==> config.mk <==
export PLATFORM = sky130hd
export DESIGN_NAME = difftest_step_scheduler
export DESIGN_NICKNAME = d
export VERILOG_FILES = /design/src/rtl/difftest_sched_pkg.sv /design/src/rtl/difftest_step_acc.sv /design/src/rtl/difftest_step_scheduler.sv
export SDC_FILE = /design/constraint.sdc
export NUM_CORES = 1
export LEC_CHECK = 0
export ABC_AREA = 0
export CORE_MARGIN = 3
export CORE_UTILIZATION = 35
export DETAILED_ROUTE_END_ITERATION = 8
export PLACE_DENSITY = 0.59
export SYNTH_ARGS = -nofsm -noshare
export SYNTH_HDL_FRONTEND = slang
export SYNTH_SLANG_ARGS = --single-unit
export TNS_END_PERCENT = 5
==> constraint.sdc <==
create_clock -name clock -period 10.75 [get_ports clock]
set_input_delay 1.075 -clock clock [delete_from_list [all_inputs] [get_ports clock]]
set_output_delay 1.075 -clock clock [all_outputs]
set_load 0.01 [all_outputs]
==> src/rtl/difftest_sched_pkg.sv <==
// Shared types for the difftest step scheduler.
// States, termination causes and the cause priority helper.
package difftest_sched_pkg;

  typedef enum logic [2:0] {
    INIT,
    RUN,
    ISSUE,
    WAIT,
    DONE
  } state_e;

  typedef enum logic [1:0] {
    NONE   = 2'd0,
    FAIL   = 2'd1,
    MAXCYC = 2'd2,
    OVFL   = 2'd3
  } cause_e;

  localparam logic [1:0] CAUSE_NONE   = 2'd0;
  localparam logic [1:0] CAUSE_FAIL   = 2'd1;
  localparam logic [1:0] CAUSE_MAXCYC = 2'd2;
  localparam logic [1:0] CAUSE_OVFL   = 2'd3;

  // checker failure outranks the cycle limit, which outranks overflow
  function automatic cause_e pick_cause(
    input logic f,
    input logic m,
    input logic o
  );
    cause_e c;
    c = NONE;
    if (f)      c = FAIL;
    else if (m) c = MAXCYC;
    else if (o) c = OVFL;
    return c;
  endfunction

endpackage

==> src/rtl/difftest_step_acc.sv <==
// Step delay register and pending-step accumulator.
// Saturates on overflow; also drives dut_stall.
module difftest_step_acc
  import difftest_sched_pkg::*;
#(
  parameter int STEP_WIDTH = 8,
  parameter int ACC_WIDTH  = 16
) (
  input  logic                  clock,
  input  logic                  reset_n,
  input  logic [STEP_WIDTH-1:0] step_in,
  input  logic                  take,
  input  logic [ACC_WIDTH-1:0]  snap,
  input  logic                  done,
`ifdef DIFFTEST_STEP_BATCH_EN
  output logic                  step_idle,
`endif
  output logic [ACC_WIDTH-1:0]  acc,
  output logic                  ovfl,
  output logic                  stall
);

  localparam logic [ACC_WIDTH-1:0] ACC_MAX = '1;
  localparam logic [ACC_WIDTH-1:0] STEP_MAX =
    {{(ACC_WIDTH-STEP_WIDTH){1'b0}}, {STEP_WIDTH{1'b1}}};
  localparam logic [ACC_WIDTH-1:0] STALL_AT = ACC_MAX - STEP_MAX;

  logic [STEP_WIDTH-1:0] step_d;
  logic [ACC_WIDTH-1:0]  base;
  logic [ACC_WIDTH:0]    sum;

  always_comb begin
    base = take ? acc - snap : acc;
    sum  = {1'b0, base} +
           {{(ACC_WIDTH+1-STEP_WIDTH){1'b0}}, step_d};
    ovfl = sum[ACC_WIDTH];
  end

  always_ff @(posedge clock) begin
    if (!reset_n) begin
      step_d <= '0;
      acc    <= '0;
    end else begin
      step_d <= step_in;
      acc    <= ovfl ? ACC_MAX : sum[ACC_WIDTH-1:0];
    end
  end

  // one more full-width step could wrap, so hold the DUT off
  assign stall = (acc > STALL_AT) || done;

`ifdef DIFFTEST_STEP_BATCH_EN
  assign step_idle = (step_d == '0);
`endif

endmodule

==> src/rtl/difftest_step_scheduler.sv <==
// Batches SimTop steps into host-checker requests.
// DIFFTEST_STEP_BATCH_EN enables batching with idle flush.
module difftest_step_scheduler
  import difftest_sched_pkg::*;
#(
  parameter int STEP_WIDTH    = 8,
  parameter int ACC_WIDTH     = 16
`ifdef DIFFTEST_STEP_BATCH_EN
  ,
  parameter int BATCH_MIN     = 32,
  parameter int FLUSH_TIMEOUT = 16
`endif
) (
  input  logic                  clock,
  input  logic                  reset_n,
  input  logic [STEP_WIDTH-1:0] step_in,
  input  logic [63:0]           max_cycles,
  output logic                  init_valid,
  input  logic                  init_ready,
  output logic                  req_valid,
  output logic [ACC_WIDTH-1:0]  req_nstep,
  input  logic                  req_ready,
  input  logic                  resp_valid,
  input  logic                  resp_fail,
  output logic                  dut_stall,
  output logic [63:0]           n_cycles,
  output logic                  done,
  output logic [1:0]            done_cause
);

  state_e                 state;
  state_e                 state_nx;
  cause_e                 cause_q;
  logic [ACC_WIDTH-1:0]   snap;
  logic [ACC_WIDTH-1:0]   acc;
  logic                   ovfl;
  logic                   take;
  logic                   issue_cond;
  logic                   fail_hit;
  logic                   max_hit;
  logic                   term;

`ifdef DIFFTEST_STEP_BATCH_EN
  localparam int IDLE_W = $clog2(FLUSH_TIMEOUT + 1);
  localparam logic [IDLE_W-1:0] IDLE_MAX = IDLE_W'(FLUSH_TIMEOUT);
  localparam logic [ACC_WIDTH-1:0] BATCH = ACC_WIDTH'(BATCH_MIN);

  logic              step_idle;
  logic [IDLE_W-1:0] idle_cnt;

  always_ff @(posedge clock) begin
    if (!reset_n || state != RUN || !step_idle)
      idle_cnt <= '0;
    else if (idle_cnt != IDLE_MAX)
      idle_cnt <= idle_cnt + 1'b1;
  end

  assign issue_cond = (acc >= BATCH) ||
                      (acc != '0 && idle_cnt == IDLE_MAX);
`else
  assign issue_cond = (acc != '0);
`endif

  difftest_step_acc #(
    .STEP_WIDTH (STEP_WIDTH),
    .ACC_WIDTH  (ACC_WIDTH)
  ) u_acc (
    .clock     (clock),
    .reset_n   (reset_n),
    .step_in   (step_in),
    .take      (take),
    .snap      (snap),
    .done      (state == DONE),
`ifdef DIFFTEST_STEP_BATCH_EN
    .step_idle (step_idle),
`endif
    .acc       (acc),
    .ovfl      (ovfl),
    .stall     (dut_stall)
  );

  always_comb begin
    state_nx   = state;
    init_valid = 1'b0;
    req_valid  = 1'b0;
    take       = 1'b0;
    fail_hit   = (state == WAIT) && resp_valid && resp_fail;
    max_hit    = (max_cycles != '0) && (n_cycles >= max_cycles);
    term       = (state != DONE) && (fail_hit || max_hit || ovfl);
    unique case (state)
      INIT: begin
        init_valid = 1'b1;
        if (init_ready) state_nx = RUN;
      end
      RUN: begin
        if (issue_cond) state_nx = ISSUE;
      end
      ISSUE: begin
        req_valid = 1'b1;
        if (req_ready) begin
          take     = 1'b1;
          state_nx = WAIT;
        end
      end
      WAIT: begin
        if (resp_valid) state_nx = RUN;
      end
      DONE: state_nx = DONE;
      default: state_nx = INIT;
    endcase
    if (term) state_nx = DONE;
  end

  always_ff @(posedge clock) begin
    if (!reset_n) begin
      state    <= INIT;
      cause_q  <= NONE;
      snap     <= '0;
      n_cycles <= '0;
    end else begin
      state <= state_nx;
      if (state == RUN && state_nx == ISSUE)
        snap <= acc;
      if (term)
        cause_q <= pick_cause(fail_hit, max_hit, ovfl);
      // the terminating cycle is not counted, so n_cycles lands on the limit
      if (state_nx != DONE)
        n_cycles <= n_cycles + 64'd1;
    end
  end

  assign req_nstep  = req_valid ? snap : '0;
  assign done       = (state == DONE);
  assign done_cause = cause_q;

endmodule

==> results.md <==
- Status: complete, no violations
- WL/cell: 17.5 µm
- Post-CTS Resized: 0
- Area grow syn2layout: 25.6%
- Hold depth: 2
- HP Class: flip-flop to flip-flop
- Async SR Flop Fraction: 0%
- Core area: roughly 0.024 mm²
- Die Height: 161 µm
- Gr usage total: 20.4%
- Synth Cell Area: 0.00843 mm²
- Share of the synthesized area in the top cell type: 25.9%
- Critical path peak fanout: 88
- RR Endpoint: n_cycles[11]
- Reg clk slew, reported paths: ~70 ps
- Final instance area: 0.0106 mm²
- GRT overflow: 0
- Syn. warnings: 0
- Cell variety after synth: 76
- Hold path start: snap[9]
- Drt total wl: 27,000 µm
- HPWL after detailed placement: 20,500 µm
- Largest net degree at the start of global routing: 89
- FMAX: 0.185 GHz
- Clock buffer depth: 2
- Die width: approximately 160 µm
- Clk_skew: 15.8 ps
- Pre-CTS setup slack: 5000 ps
- Worst Max-Slew Pin Slew: 1140 ps
- Final WS setup: roughly 5300 ps
- Utilization after layout: between 40% and 50%
- Nets: 1,386
- Clock buffer count from CTS: 9
- Vias in the first global route: a little over 8k
- DP Area: around 0.010 mm²
- Placed Instances: 1,526
- Initial drt markers: 423
- DR pass1 iterations: 5
- Die area: 0.0260 mm²
- I/O Buffers: about 160
- Required time worst endpoint: around 11,000 ps
- RSZ-0062 raised after global routing: false
- Hold worst-path end: snap[9]
- Synthesized Nets: 1,253
- #FFs+latches synth: 109
- Power Dens Cells: ~130 mW/mm²
- Worst Reg-to-Reg Cells: 17
- Slew HR: between 20% and 30%
- Hold Slack: 490 ps
- Period utilization: 50.4%
- Initial Utilization: 35.8%
- Total clock sinks: 109
- Post-synth EDFFs: 0
- Hold buffer count at CTS: 0
- Startpoint types: primary input
- Max IR drop VDD: 85.0 µV
- # setup viols final: 0
- Slew Viols, Final: 0
- CP endpoint kind: flip-flop
- Global-route wire length before repair: between 40,000 and 50,000 µm
- Post-CTS setup buffers: 0
- Area contributors post-synth: dfxtp_1, ha_1, a21oi_1
- Overall power: about 1.4 mW
- Via count: 8,548
- Rows: between 50 and 60
- Kind of critical path: primary input to flip-flop
- Leakage power: 4.31 nW
- Max_cap viols: 0
- DR DRC count: 0
- Post-synth top flop: dfxtp_1
- Proportion of layout cells with a drive suffix above 1: 4.01%
- Root buffer cell: clkbuf_16
- Yosys top cell by area: dfxtp_1
- Htree depth: 3
- GPL Wtd Cong: 0.865
- Worst-Skew Late Latency: 370 ps
- Finished Layout Cells: 1,542
- Multi-input logic area: roughly 0.0056 mm²
- Synthesized instance count: 1,085
- Sequential share of the synthesized area: 25.9%
- Most common cell after layout, fill and taps aside: clkdlybuf4s50_1
- R2R Path Start: snap[0]
- Final setup TNS: 0 ps
- Routed Antenna Nets: 0
- Commonest cells after routing, fill and taps aside: clkdlybuf4s50_1, a21oi_1, dfxtp_1
- CTS tree: built
- Mean Syn Cell Area: 7.77 µm²
- Initial antenna violation count: 0
- Final Hold Fails: 0
- Critical Path AT: between 5000 and 6000 ps
- # diodes: 0
- Fillers: between 2k and 2.5k
- Via density: between 5 and 6
- Top-Level Pins: about 160
- FF-to-FF setup slack: around 6000 ps
- Crit path time final: 5420 ps
- Register area: 0.00218 mm²
[layer usage]
| layer | wire length (µm) | GRT usage (%) |
|---|---|---|
| met4 | 359 | 4.61 |
| met1 | 12300 | 26.7 |
| met5 | 0 | 0 |
| met3 | 1460 | 4.49 |
| met2 | 12900 | 34.4 |
[synthesized netlist by cell type (3+ instances only)]
master	n
a21oi_1	116
dfxtp_1	109
inv_1	103
ha_1	88
nand2_1	76
o21ai_0	58
nand3_1	53
nor2_1	37
nand4_1	36
or3_1	30
and2_1	29
nor4_1	29
clkbuf_1	27
a21o_1	26
o31ai_1	22
or4_1	22
and3_1	18
nand2b_1	15
nor3_1	14
buf_2	12
mux2i_1	11
o21a_1	9
o21ai_1	9
a211oi_1	8
and4_1	8
xor2_1	8
xnor2_1	6
a31oi_1	5
buf_4	5
nor2b_1	5
o31a_1	5
o41ai_1	5
buf_1	4
o311ai_0	4
or2_2	4
a31o_1	3
a31o_2	3
a41o_1	3
buf_6	3
nand3b_1	3
nor3_2	3
nor4b_1	3
o211a_1	3
o21bai_1	3
o22ai_1	3
[how the worst max path moves through the flow]
stage,start,end,cells after the start
floorplan,req_ready,n_cycles[55],20
CTS,req_ready,n_cycles[7],16
global placement,req_ready,n_cycles[11],16
finish,req_ready,n_cycles[7],16
global route,req_ready,n_cycles[7],16
detailed placement,req_ready,n_cycles[11],16
[sequential cells by signal, indices dropped and copies added (netlist names)]
name / count
done_cause: 2
u_acc.step_d: 8
u_acc.acc: 16
snap: 16
state: 3
n_cycles: 64
[power breakdown]
| part | switching [mW] | internal, mW | total (mW) |
|---|---|---|---|
| logic | 0.339 | 0.239 | 0.578 |
| clock network | 0.166 | 0.184 | 0.349 |
| registers | 0.0336 | 0.429 | 0.462 |
| total | 0.539 | 0.851 | 1.39 |
[cell families after synthesis]
group	Yosys count	synth area share, %
AOI/OAI and AO/OA	306	23.1
xor gates and xnor gates	14	1.45
DFF	109	25.9
muxes	12	1.44
and+or+nand+nor	399	27.1
adders and majority gates	90	13.5
buffers and inverters	155	7.57
[final cells by class]
class	count	area share [%]
clock buffers	10	2.16
clock inverters	6	0.673
inverters	104	3.69
multi-input cells	821	53.0
flip-flops and latches	109	20.6
well taps	319	3.77
repair buffers	173	16.1
[critical path, stage by stage]
cell and delay, ps:
clkdlybuf4s50_1 530, nand4bb_4 440, o21ai_0 330, ha_1 210, inv_1 60, fa_1 400
nor2b_1 130, o21ai_0 110, a21oi_1 190, o21a_1 180, o311a_1 260, nand3b_2 220
o311ai_4 330, buf_4 670, nor2_1 230, a41o_1 260
Power figures use the tool's default switching activity.
